===== config.mk =====
export PLATFORM = sky130hd
export DESIGN_NAME = rib_matrix
export DESIGN_NICKNAME = d
export VERILOG_FILES = /design/src/rtl/rib_matrix.sv
export SDC_FILE = /design/constraint.sdc
export NUM_CORES = 1
export LEC_CHECK = 0
export ABC_AREA = 1
export CORE_AREA = 2 2 468 470
export CTS_BUF_LIST = sky130_fd_sc_hd__clkbuf_4
export DETAILED_ROUTE_END_ITERATION = 6
export DIE_AREA = 0 0 470 472
export GPL_TIMING_DRIVEN = 0
export MAX_ROUTING_LAYER = met4
export SLEW_MARGIN = 20
export SYNTH_ARGS = -nofsm -noshare
export SYNTH_HDL_FRONTEND = slang
export SYNTH_SLANG_ARGS = --single-unit

===== constraint.sdc =====
create_clock -name clk_i -period 5.7 [get_ports clk_i]
set_clock_uncertainty 0.2 [all_clocks]
set_input_delay 1.425 -clock clk_i [delete_from_list [all_inputs] [get_ports clk_i]]
set_output_delay 1.425 -clock clk_i [all_outputs]
set_load 0.02 [all_outputs]

===== src/rtl/rib_matrix.sv =====
// rib_matrix: N_MST x N_SLV shared-bus matrix with lock-until-ready arbitration.
// Optional round-robin arbitration: define RIB_RR_ARB_EN (default is fixed priority).
module rib_matrix #(
    parameter int N_MST   = 4,
    parameter int N_SLV   = 8,
    parameter int AW      = 32,
    parameter int DW      = 32,
    parameter int SEL_W   = 4,
    parameter int TIMEOUT = 255
) (
    input  logic               clk_i,
    input  logic               rst_ni,
    input  logic [N_MST-1:0]    m_req_i,
    input  logic [N_MST-1:0]    m_we_i,
    input  logic [N_MST*AW-1:0] m_addr_i,
    input  logic [N_MST*DW-1:0] m_wdata_i,
    output logic [N_MST*DW-1:0] m_rdata_o,
    output logic [N_MST-1:0]    m_ready_o,
    output logic [N_MST-1:0]    m_err_o,
    output logic [N_MST-1:0]    hold_o,
    output logic [N_SLV-1:0]    s_req_o,
    output logic [N_SLV-1:0]    s_we_o,
    output logic [N_SLV*AW-1:0] s_addr_o,
    output logic [N_SLV*DW-1:0] s_wdata_o,
    input  logic [N_SLV*DW-1:0] s_rdata_i,
    input  logic [N_SLV-1:0]    s_ready_i
);

    localparam int MW = (N_MST > 1) ? $clog2(N_MST) : 1;
    localparam int TW = $clog2(TIMEOUT + 1);
    localparam int OW = AW - SEL_W;
    localparam logic [TW-1:0] TMO_MAX = TW'(TIMEOUT);

    typedef enum logic {IDLE, BUSY} state_e;

    state_e          state_q, state_d;
    logic [MW-1:0]   owner_q, owner_d;
    logic [TW-1:0]   tmo_q, tmo_d;

    logic            gnt_vld, act;
    logic [MW-1:0]   gnt;
    logic [AW-1:0]   g_addr;
    logic [DW-1:0]   g_wdata;
    logic            g_we;
    logic [SEL_W-1:0] sel;
    logic            dec_err, sel_rdy;
    logic [DW-1:0]   sel_rdata;
    logic            fire_s, rdy, err, pass;

`ifdef RIB_RR_ARB_EN
    logic [MW-1:0]   rr_q, rr_d;
`endif

    // Pick the master that owns the bus this cycle (locked owner while BUSY)
    always_comb begin
        gnt_vld = 1'b0;
        gnt     = '0;
        if (state_q == BUSY) begin
            gnt = owner_q;
            for (int i = 0; i < N_MST; i++)
                if (owner_q == MW'(i)) gnt_vld = m_req_i[i];
        end else begin
`ifdef RIB_RR_ARB_EN
            for (int k = 0; k < N_MST; k++)
                for (int i = 0; i < N_MST; i++)
                    if (!gnt_vld && m_req_i[i] &&
                        ((int'(rr_q) + k) % N_MST) == i) begin
                        gnt_vld = 1'b1;
                        gnt     = MW'(i);
                    end
`else
            for (int i = 0; i < N_MST; i++)
                if (m_req_i[i]) begin
                    gnt_vld = 1'b1;
                    gnt     = MW'(i);
                end
`endif
        end
    end

    assign act = gnt_vld & rst_ni;

    // Route the granted master's request and decode its target slave
    always_comb begin
        g_addr  = '0;
        g_wdata = '0;
        g_we    = 1'b0;
        for (int i = 0; i < N_MST; i++)
            if (gnt == MW'(i)) begin
                g_addr  = m_addr_i[i*AW +: AW];
                g_wdata = m_wdata_i[i*DW +: DW];
                g_we    = m_we_i[i];
            end
        sel       = g_addr[AW-1 -: SEL_W];
        dec_err   = 1'b1;
        sel_rdy   = 1'b0;
        sel_rdata = '0;
        for (int k = 0; k < N_SLV; k++)
            if (sel == SEL_W'(k)) begin
                dec_err   = 1'b0;
                sel_rdy   = s_ready_i[k];
                sel_rdata = s_rdata_i[k*DW +: DW];
            end
    end

    // Transfer FSM: zero-wait completion in IDLE, locked wait with watchdog in BUSY
    always_comb begin
        state_d = state_q;
        owner_d = owner_q;
        tmo_d   = tmo_q;
        fire_s  = 1'b0;
        rdy     = 1'b0;
        err     = 1'b0;
        pass    = 1'b0;
        unique case (state_q)
            IDLE: begin
                if (act) begin
                    if (dec_err) begin
                        rdy = 1'b1;
                        err = 1'b1;
                    end else begin
                        fire_s = 1'b1;
                        if (sel_rdy) begin
                            rdy  = 1'b1;
                            pass = 1'b1;
                        end else begin
                            state_d = BUSY;
                            owner_d = gnt;
                            tmo_d   = TW'(1);
                        end
                    end
                end
            end
            BUSY: begin
                if (!act) begin
                    state_d = IDLE;
                    tmo_d   = '0;
                end else if (dec_err) begin
                    rdy     = 1'b1;
                    err     = 1'b1;
                    state_d = IDLE;
                    tmo_d   = '0;
                end else begin
                    fire_s = 1'b1;
                    if (sel_rdy) begin
                        rdy     = 1'b1;
                        pass    = 1'b1;
                        state_d = IDLE;
                        tmo_d   = '0;
                    end else if (tmo_q == TMO_MAX) begin
                        rdy     = 1'b1;
                        err     = 1'b1;
                        state_d = IDLE;
                        tmo_d   = '0;
                    end else begin
                        tmo_d = tmo_q + TW'(1);
                    end
                end
            end
            default: ;
        endcase
    end

    // Drive master and slave side outputs; everything idles at 0
    always_comb begin
        m_ready_o = '0;
        m_err_o   = '0;
        m_rdata_o = '0;
        hold_o    = '0;
        s_req_o   = '0;
        s_we_o    = '0;
        s_addr_o  = '0;
        s_wdata_o = '0;
        for (int i = 0; i < N_MST; i++) begin
            hold_o[i] = rst_ni & m_req_i[i] & ~(act & (gnt == MW'(i)));
            if (gnt == MW'(i)) begin
                m_ready_o[i] = rdy;
                m_err_o[i]   = err;
                if (pass) m_rdata_o[i*DW +: DW] = sel_rdata;
            end
        end
        for (int k = 0; k < N_SLV; k++)
            if (fire_s && sel == SEL_W'(k)) begin
                s_req_o[k]             = 1'b1;
                s_we_o[k]              = g_we;
                s_addr_o[k*AW +: AW]   = {{SEL_W{1'b0}}, g_addr[OW-1:0]};
                s_wdata_o[k*DW +: DW]  = g_wdata;
            end
    end

`ifdef RIB_RR_ARB_EN
    // Advance the round-robin pointer past the master whose transfer just ended
    always_comb begin
        rr_d = rr_q;
        if (rdy || (rst_ni && state_q == BUSY && !gnt_vld))
            rr_d = (gnt == MW'(N_MST - 1)) ? '0 : gnt + MW'(1);
    end
`endif

    // State registers
    always_ff @(posedge clk_i or negedge rst_ni) begin
        if (!rst_ni) begin
            state_q <= IDLE;
            owner_q <= '0;
            tmo_q   <= '0;
`ifdef RIB_RR_ARB_EN
            rr_q    <= '0;
`endif
        end else begin
            state_q <= state_d;
            owner_q <= owner_d;
            tmo_q   <= tmo_d;
`ifdef RIB_RR_ARB_EN
            rr_q    <= rr_d;
`endif
        end
    end

endmodule


==> results of run 1 <==
[critical path: cells and delay by family]
kind / cells / cell delay [ns]
and+or+nand+nor: 12 / 1.45
buffers and inverters: 10 / 1.44
[final cells by class]
cell class,count,area share [%]
Tap cell,2854,12.2
Buffer,163,6.72
Antenna cell,92,0.787
Inverter,95,1.63
Timing Repair Buffer,1361,48.2
Multi-Input combinational cell,1510,29.4
Clock buffer,4,0.103
Sequential cell,11,0.941
[layer usage]
layer | GRT usage (%) | up-vias | wire (um)
li1 | - | 8418 | -
met1 | 20.0 | 8694 | 77600
met2 | 26.9 | 1447 | 86700
met3 | 4.74 | 222 | 17400
met4 | 4.87 | 0 | 6820
met5 | - | - | 0
[where the power goes]
group / internal [uW] / leakage (uW) / switching (uW)
Clock: 31.9 / 0.0000190 / 30.2
Sequential: 96.6 / 0.000146 / 15.1
Combinational: 5030 / 0.0130 / 10100
Total: 5150 / 0.0132 / 10200
[per-stage QoR]
step                      power, uW  area, um^2  setup TNS [ns]
after CTS                     15600       28800         -100.04
after global routing          16000       29200         -132.79
after global placement        11000       23300        -2285.78
after detailed placement      12600       25400        -1707.64
final                         15300       29300          -68.04
after floorplan                3790        8100               0
[cell usage in the layout, fill, tap and decap left out, drive strengths merged]
cell type / count
clkdlybuf4s50: 671
nor2: 639
buf: 397
nand2: 368
dlygate4sd2: 225
nand3: 137
clkbuf: 125
a21oi: 108
nor3: 102
diode: 92
inv: 89
clkdlybuf4s15: 64
or2: 49
dlymetal6s2s: 43
conb: 32
o21ai: 32
a221oi: 15
dfrtp: 11
a22o: 6
nand4: 6
o211ai: 5
clkinv: 5
o22ai: 3
xor2: 2
nand3b: 2
dlygate4sd1: 2
clkinvlp: 1
o31ai: 1
and2: 1
a21boi: 1
ha: 1
bufbuf: 1
[final timing paths]
kind | start | end | slack (ns)
min | owner_q[1]$_DFFE_PN0P_ | owner_q[1]$_DFFE_PN0P_ | 0.32
min reg2reg | owner_q[1]$_DFFE_PN0P_ | owner_q[1]$_DFFE_PN0P_ | 0.32
max reg2reg | state_q$_DFF_PN0_ | tmo_q[0]$_DFFE_PN0P_ | 2.39
max | m_req_i[2] | m_rdata_o[12] | -0.33
min in group asynchronous | rst_ni | state_q$_DFF_PN0_ | 0.97
max in group asynchronous | rst_ni | tmo_q[2]$_DFFE_PN0P_ | 4.02
[timing repair]
action / in CTS / in global routing
gates cloned: 12 / 0
buffers inserted: 109 / 10
endpoints found under the setup margin: 636 / 629
resized for setup: 1709 / 174
endpoints found under the hold margin: 0 / 0
pin swaps: 69 / 27
[kinds of logic (layout without fill, tap and decap cells)]
family / count (synthesis) / in the layout / synth area share, %
flip-flops: 11 / 11 / 3.45
AO/OA/AOI/OAI: 171 / 171 / 12.1
XOR/XNOR: 2 / 2 / 0.220
AND/OR/NAND/NOR: 1304 / 1304 / 69.7
adder cells (fa/ha/maj): 1 / 1 / 0.157
buffers and inverters: 258 / 1623 / 14.4
other: 1 / 124 / 0.0470
[flip-flops by register name (all words and copies together) (netlist names)]
name     count
tmo_q        8
state_q      1
owner_q      2
==> metrics.cfg, run 1 <==
[synthesis]
synth_area_per_cell_um2=4.57
synth_common_cells=nor2_1, nand2_1, nand3_1
ys.flop_type=dfrtp_1
synthArstFlopShare_pct=100
synth_cells=1748
yosys.cell_count.top_type=nor2_1
synth_edf_count=0
synth-seq-area-share_pct=3.45
ys_types=40
post-synth-top-area-cell=nor2_1
synth.area.top_cells=nor2_1, nand2_1, nand3_1, a21oi_1, nor3_1
yosys_warnings=0
synth-seq-cells=11
yosys.area.top_type_share_pct=29.6
synth.cell_area_um2=7980

[sta]
rsz0062_at_grt=true
timing.hold.ws_ns=0.318
fin_ws_ns=-0.327
post-route-min-period_ns=6.03
hold_viol=0
final_max_slew_viol_count=0
min_period_over_period_pct=106
slew-limit-headroom_pct=32.3
setup_viol=481
fmax_mhz=166
worst_pin_slew_ns=1.02

[die]
ios=1198
placementRows=171
core_area_um2=217000
start_util_pct=3.69
dieArea_um2=222000
die_h_um=472
die_w_um=470

[detailed_routing]
routed_wl_um=189000
first_pass_iters=6
antenna_left=0
via_per_inst=3.08
drt-initial-drc-count=1234
route.detailed.drc=0
vias=18800
wl_per_cell_um=31.0

[worst_setup_path]
required_ns=4.07
end_kind=output pin
cp.arrival_ns=4.40
criticalPathCategory=in -> out
crit_chain=buf_8 -> inv_6 -> nand2_4 -> nand2_4 -> nand2_8 -> buf_6 -> buf_16 -> nand3_4 -> nand4_4 -> nor2_4 -> buf_12 -> nand3_1 -> nand3_2 -> nor2_4 -> nand3_4 -> nand3_4 -> buf_12 -> buf_16 -> buf_16 -> buf_4 -> nor3_4 -> buf_6
critical_path.slowest_cell=nor2_4
cp_max_fo=10
slowest_delay_ns=0.25
start_kind=input port
ff2ff_path_depth=21

[clock_network]
cts_tree=yes
cts_root_buffer=clkbuf_4
hold_buffers=0
cts_max_level=1
clkSlewWorstSetupHoldPaths_ns=0.07
cts.sinks=11
clk_path_buf_depth=2
clk_latency_ns=0.28
cts_buffers=3

[min_path]
hold_class=reg -> reg
timing.hold.worst_path_depth=2

[final_layout]
fin_util_pct=13.5
nNetsFinal=3676
area.sequential_um2=275
multi_input_area_um2=8610
drive_gt1_share_pct=28.1
area_growth_pct=267
instances_no_fill=6090
fill_cells=25100

[global_routing]
grt_pass1_vias=18400
gr-total-overflow=0
grt_pass1_wl_um=225000
grt_util_all_layers_pct=16.7
antenna_found_initial=106
grt_max_degree=17

[power_and_ir_drop]
max-vdd-ir-drop_mv=0.351
powerDensity_nw_per_um2=524
p_leak_uw=0.0132

[status]
status=finished with violations
violations=negative setup slack

[placement]
post-dp-hpwl_um=164000
dp.cells=5864
preCtsSetupSlack_ns=-3.82
routabilityCongestion=0.820
port_buffers=1165

[job]
maxCapViolations=0

No activity file was read; power rests on OpenSTA's default activity.
==> run 2: changes to the inputs <==
==> constraint.sdc (replaced) <==
create_clock -name clk_i -period 5.7 [get_ports clk_i]
set_clock_uncertainty 0.2 [all_clocks]
set_input_delay 0.57 -clock clk_i [delete_from_list [all_inputs] [get_ports clk_i]]
set_output_delay 0.57 -clock clk_i [all_outputs]
set_load 0.02 [all_outputs]
==> run 2 against run 1 <==
The flow now finishes without violations. Global-route usage is 0.66 points lower. First-iteration DRC count fell by 2.9%. Hold slack lost 0.045 ns. Non-clock buffer count down 118. Setup slack improved by 0.40 ns. Final cell count is 2.2% lower. Routed wire length down 3.6%. Highest routed layer unchanged.
==> metrics.cfg, run 2 (synthesis results as in run 1) <==
[worst_setup_path]
cp.arrival_ns=4.85  ; was 4.40 ns
criticalPathCategory=in -> out  ; unchanged
ff2ff_path_depth=18  ; was 21
regToRegSetupSlack_ns=2.04  ; was 2.39 ns
crit_family=buffers and inverters  ; was simple AND/OR/NAND/NOR gates
path_buf_inv=5  ; was 10
critical_path.slowest_cell=clkdlybuf4s50_1  ; was nor2_4
cp_max_fo=10  ; unchanged
reg2reg_from=state_q$_DFF_PN0_  ; unchanged
slowest_delay_ns=0.58  ; was 0.25 ns
worst_path_most_repeated_cell=nand2_1
required_ns=4.93  ; was 4.07 ns
end_kind=output pin  ; unchanged
start_kind=input port  ; unchanged
crit_chain=clkdlybuf4s50_1 -> o21ai_1 -> nand2_2 -> nand2_1 -> buf_2 -> nor2_1 -> a21oi_4 -> nor2_2 -> nand2_1 -> clkinv_2 -> clkbuf_2 -> a21oi_1 -> nand2_1 -> nand2_4 -> nor3_1 -> clkdlybuf4s50_1  ; was buf_8 -> inv_6 -> nand2_4 -> nand2_4 -> nand2_8 -> buf_6 -> buf_16 -> nand3_4 -> nand4_4 -> nor2_4 -> buf_12 -> nand3_1 -> nand3_2 -> nor2_4 -> nand3_4 -> nand3_4 -> buf_12 -> buf_16 -> buf_16 -> buf_4 -> nor3_4 -> buf_6
timing.rr.end=tmo_q[0]$_DFFE_PN0P_  ; unchanged

[sta]
timing.hold.ws_ns=0.273  ; was 0.318 ns
setup_viol=0  ; was 481
post-route-min-period_ns=5.62  ; was 6.03 ns
rsz0062_at_grt=false  ; was true
hold_viol=0  ; unchanged
fmax_mhz=178  ; was 166 MHz
final_max_slew_viol_count=0  ; unchanged
worst_pin_slew_ns=1.13  ; was 1.02 ns
slew-limit-headroom_pct=24.8  ; was 32.3%
fin_ws_ns=0.0780  ; was -0.327 ns
min_period_over_period_pct=98.6  ; was 106%

[min_path]
hold_class=in -> async  ; was reg -> reg

[clock_network]
cts_root_buffer=clkbuf_4  ; unchanged
hold_buffers=0  ; unchanged
cts.sinks=11  ; unchanged
cts_max_level=1  ; unchanged
cts_buffers=3  ; unchanged
clkSlewWorstSetupHoldPaths_ns=0.09  ; was 0.07 ns
clk_latency_ns=0.28  ; about the same
clk_path_buf_depth=2  ; unchanged
cts_tree=yes  ; unchanged

[global_routing]
grt_pass1_wl_um=216000  ; was 225,000 um
gr-total-overflow=0  ; unchanged
grt_pass1_vias=17700  ; was 18,400
grt_util_all_layers_pct=16.0  ; was 16.7%
grt_max_degree=17  ; unchanged
antenna_found_initial=109  ; was 106

[die]
start_util_pct=3.69  ; unchanged
ios=1198  ; unchanged
die_h_um=472  ; unchanged
die_w_um=470  ; unchanged
dieArea_um2=222000  ; unchanged
placementRows=171  ; unchanged
core_area_um2=217000  ; unchanged

[final_layout]
largest_reg_flops=8  ; unchanged
fin_util_pct=12.1  ; was 13.5%
area_growth_pct=228  ; was 267%
final_common_cell=clkdlybuf4s50_1  ; unchanged
top_register=tmo_q  ; unchanged
fill_cells=25300  ; was 25,100
layout_common_cells=clkdlybuf4s50_1, nor2_1, nand2_1, nand3_1, nor3_1  ; was clkdlybuf4s50_1, nor2_1, nand2_1, dlygate4sd2_1, buf_4
nNetsFinal=3558  ; was 3,676
drive_gt1_share_pct=14.5  ; was 28.1%
final_area_um2=26200  ; was 29,300 um^2
largestRegisters=tmo_q x8, owner_q x2, state_q x1  ; unchanged

[placement]
routabilityCongestion=0.820  ; unchanged
post-dp-hpwl_um=164000  ; unchanged
port_buffers=1165  ; unchanged
preCtsSetupSlack_ns=-2.11  ; was -3.82 ns
place_area_um2=25400  ; unchanged

[detailed_routing]
drt-initial-drc-count=1198  ; was 1,234
route.detailed.drc=0  ; unchanged
first_pass_iters=6  ; unchanged
wl_per_cell_um=30.5  ; was 31.0 um
vias=18100  ; was 18,800
via_per_inst=3.04  ; was 3.08
routed_wl_um=182000  ; was 189,000 um
antenna_left=0  ; unchanged

[power_and_ir_drop]
p_leak_uw=0.00953  ; was 0.0132 uW
powerDensity_nw_per_um2=489  ; was 524 nW/um^2
max-vdd-ir-drop_mv=0.349  ; was 0.351 mV

[status]
status=completed  ; was finished with violations

[job]
maxCapViolations=0  ; unchanged

-- run 2: layout make-up --
class	instances	area [um^2]	share of cell area (%)
multi-input cells	1510	7540	28.8
inverters	95	399	1.52
well taps	2854	3570	13.6
clock buffers	4	30.0	0.115
repair buffers	1244	13200	50.3
flip-flops and latches	11	275	1.05
diodes	76	190	0.726
plain buffers	162	1000	3.82
-- run 2: how the worst max path moves through the flow --
stage | startpoint | to | slack, ns | cells past startpoint
3_5_place_dp | m_req_i[3] | s_wdata_o[34] | -2.11 | 16
5_1_grt | m_req_i[2] | m_rdata_o[77] | 0.004 | 20
6_report | m_req_i[2] | m_rdata_o[69] | 0.08 | 16
2_1_floorplan | m_req_i[2] | s_addr_o[166] | 2.15 | 14
4_1_cts | m_req_i[2] | m_rdata_o[91] | 0.007 | 21
3_3_place_gp | m_req_i[3] | s_addr_o[145] | -3.05 | 12
-- run 2: where the power goes --
| group | total (uW) | leakage [uW] | switching, uW | internal [uW] |
|---|---|---|---|---|
| combinational | 12600 | 0.00936 | 9130 | 3510 |
| clock | 62.8 | 0.0000189 | 30.9 | 31.9 |
| sequential | 112 | 0.000146 | 15.4 | 96.6 |
| total | 12800 | 0.00953 | 9180 | 3630 |
-- run 2: stage by stage --
stage | setup TNS [ns] | power [uW] | std cells
after global placement | -1199.93 | 11000 | 5798
final | 0 | 12800 | 5956
after floorplan | 0 | 3790 | 1779
after detailed placement | -626.45 | 12600 | 5864
after CTS | 0 | 13000 | 5875
after global routing | 0 | 13400 | 5936
-- run 2: repair_timing --
| action | in CTS | in global routing |
|---|---|---|
| gates resized for setup | 144 | 56 |
| endpoints found under the setup margin | 626 | 168 |
| pin swaps | 4 | 3 |
| endpoints found under the hold margin | 0 | 0 |
| setup buffers | 8 | 5 |
-- run 2: metal layers --
| layer | global-route usage (%) | up-vias | wire length, um |
|---|---|---|---|
| met3 | 4.80 | 185 | 17700 |
| met1 | 19.0 | 8335 | 74100 |
| met2 | 25.8 | 1448 | 83200 |
| met4 | 5.00 | 0 | 6820 |
| met5 | - | - | 0 |
| li1 | - | 8143 | - |
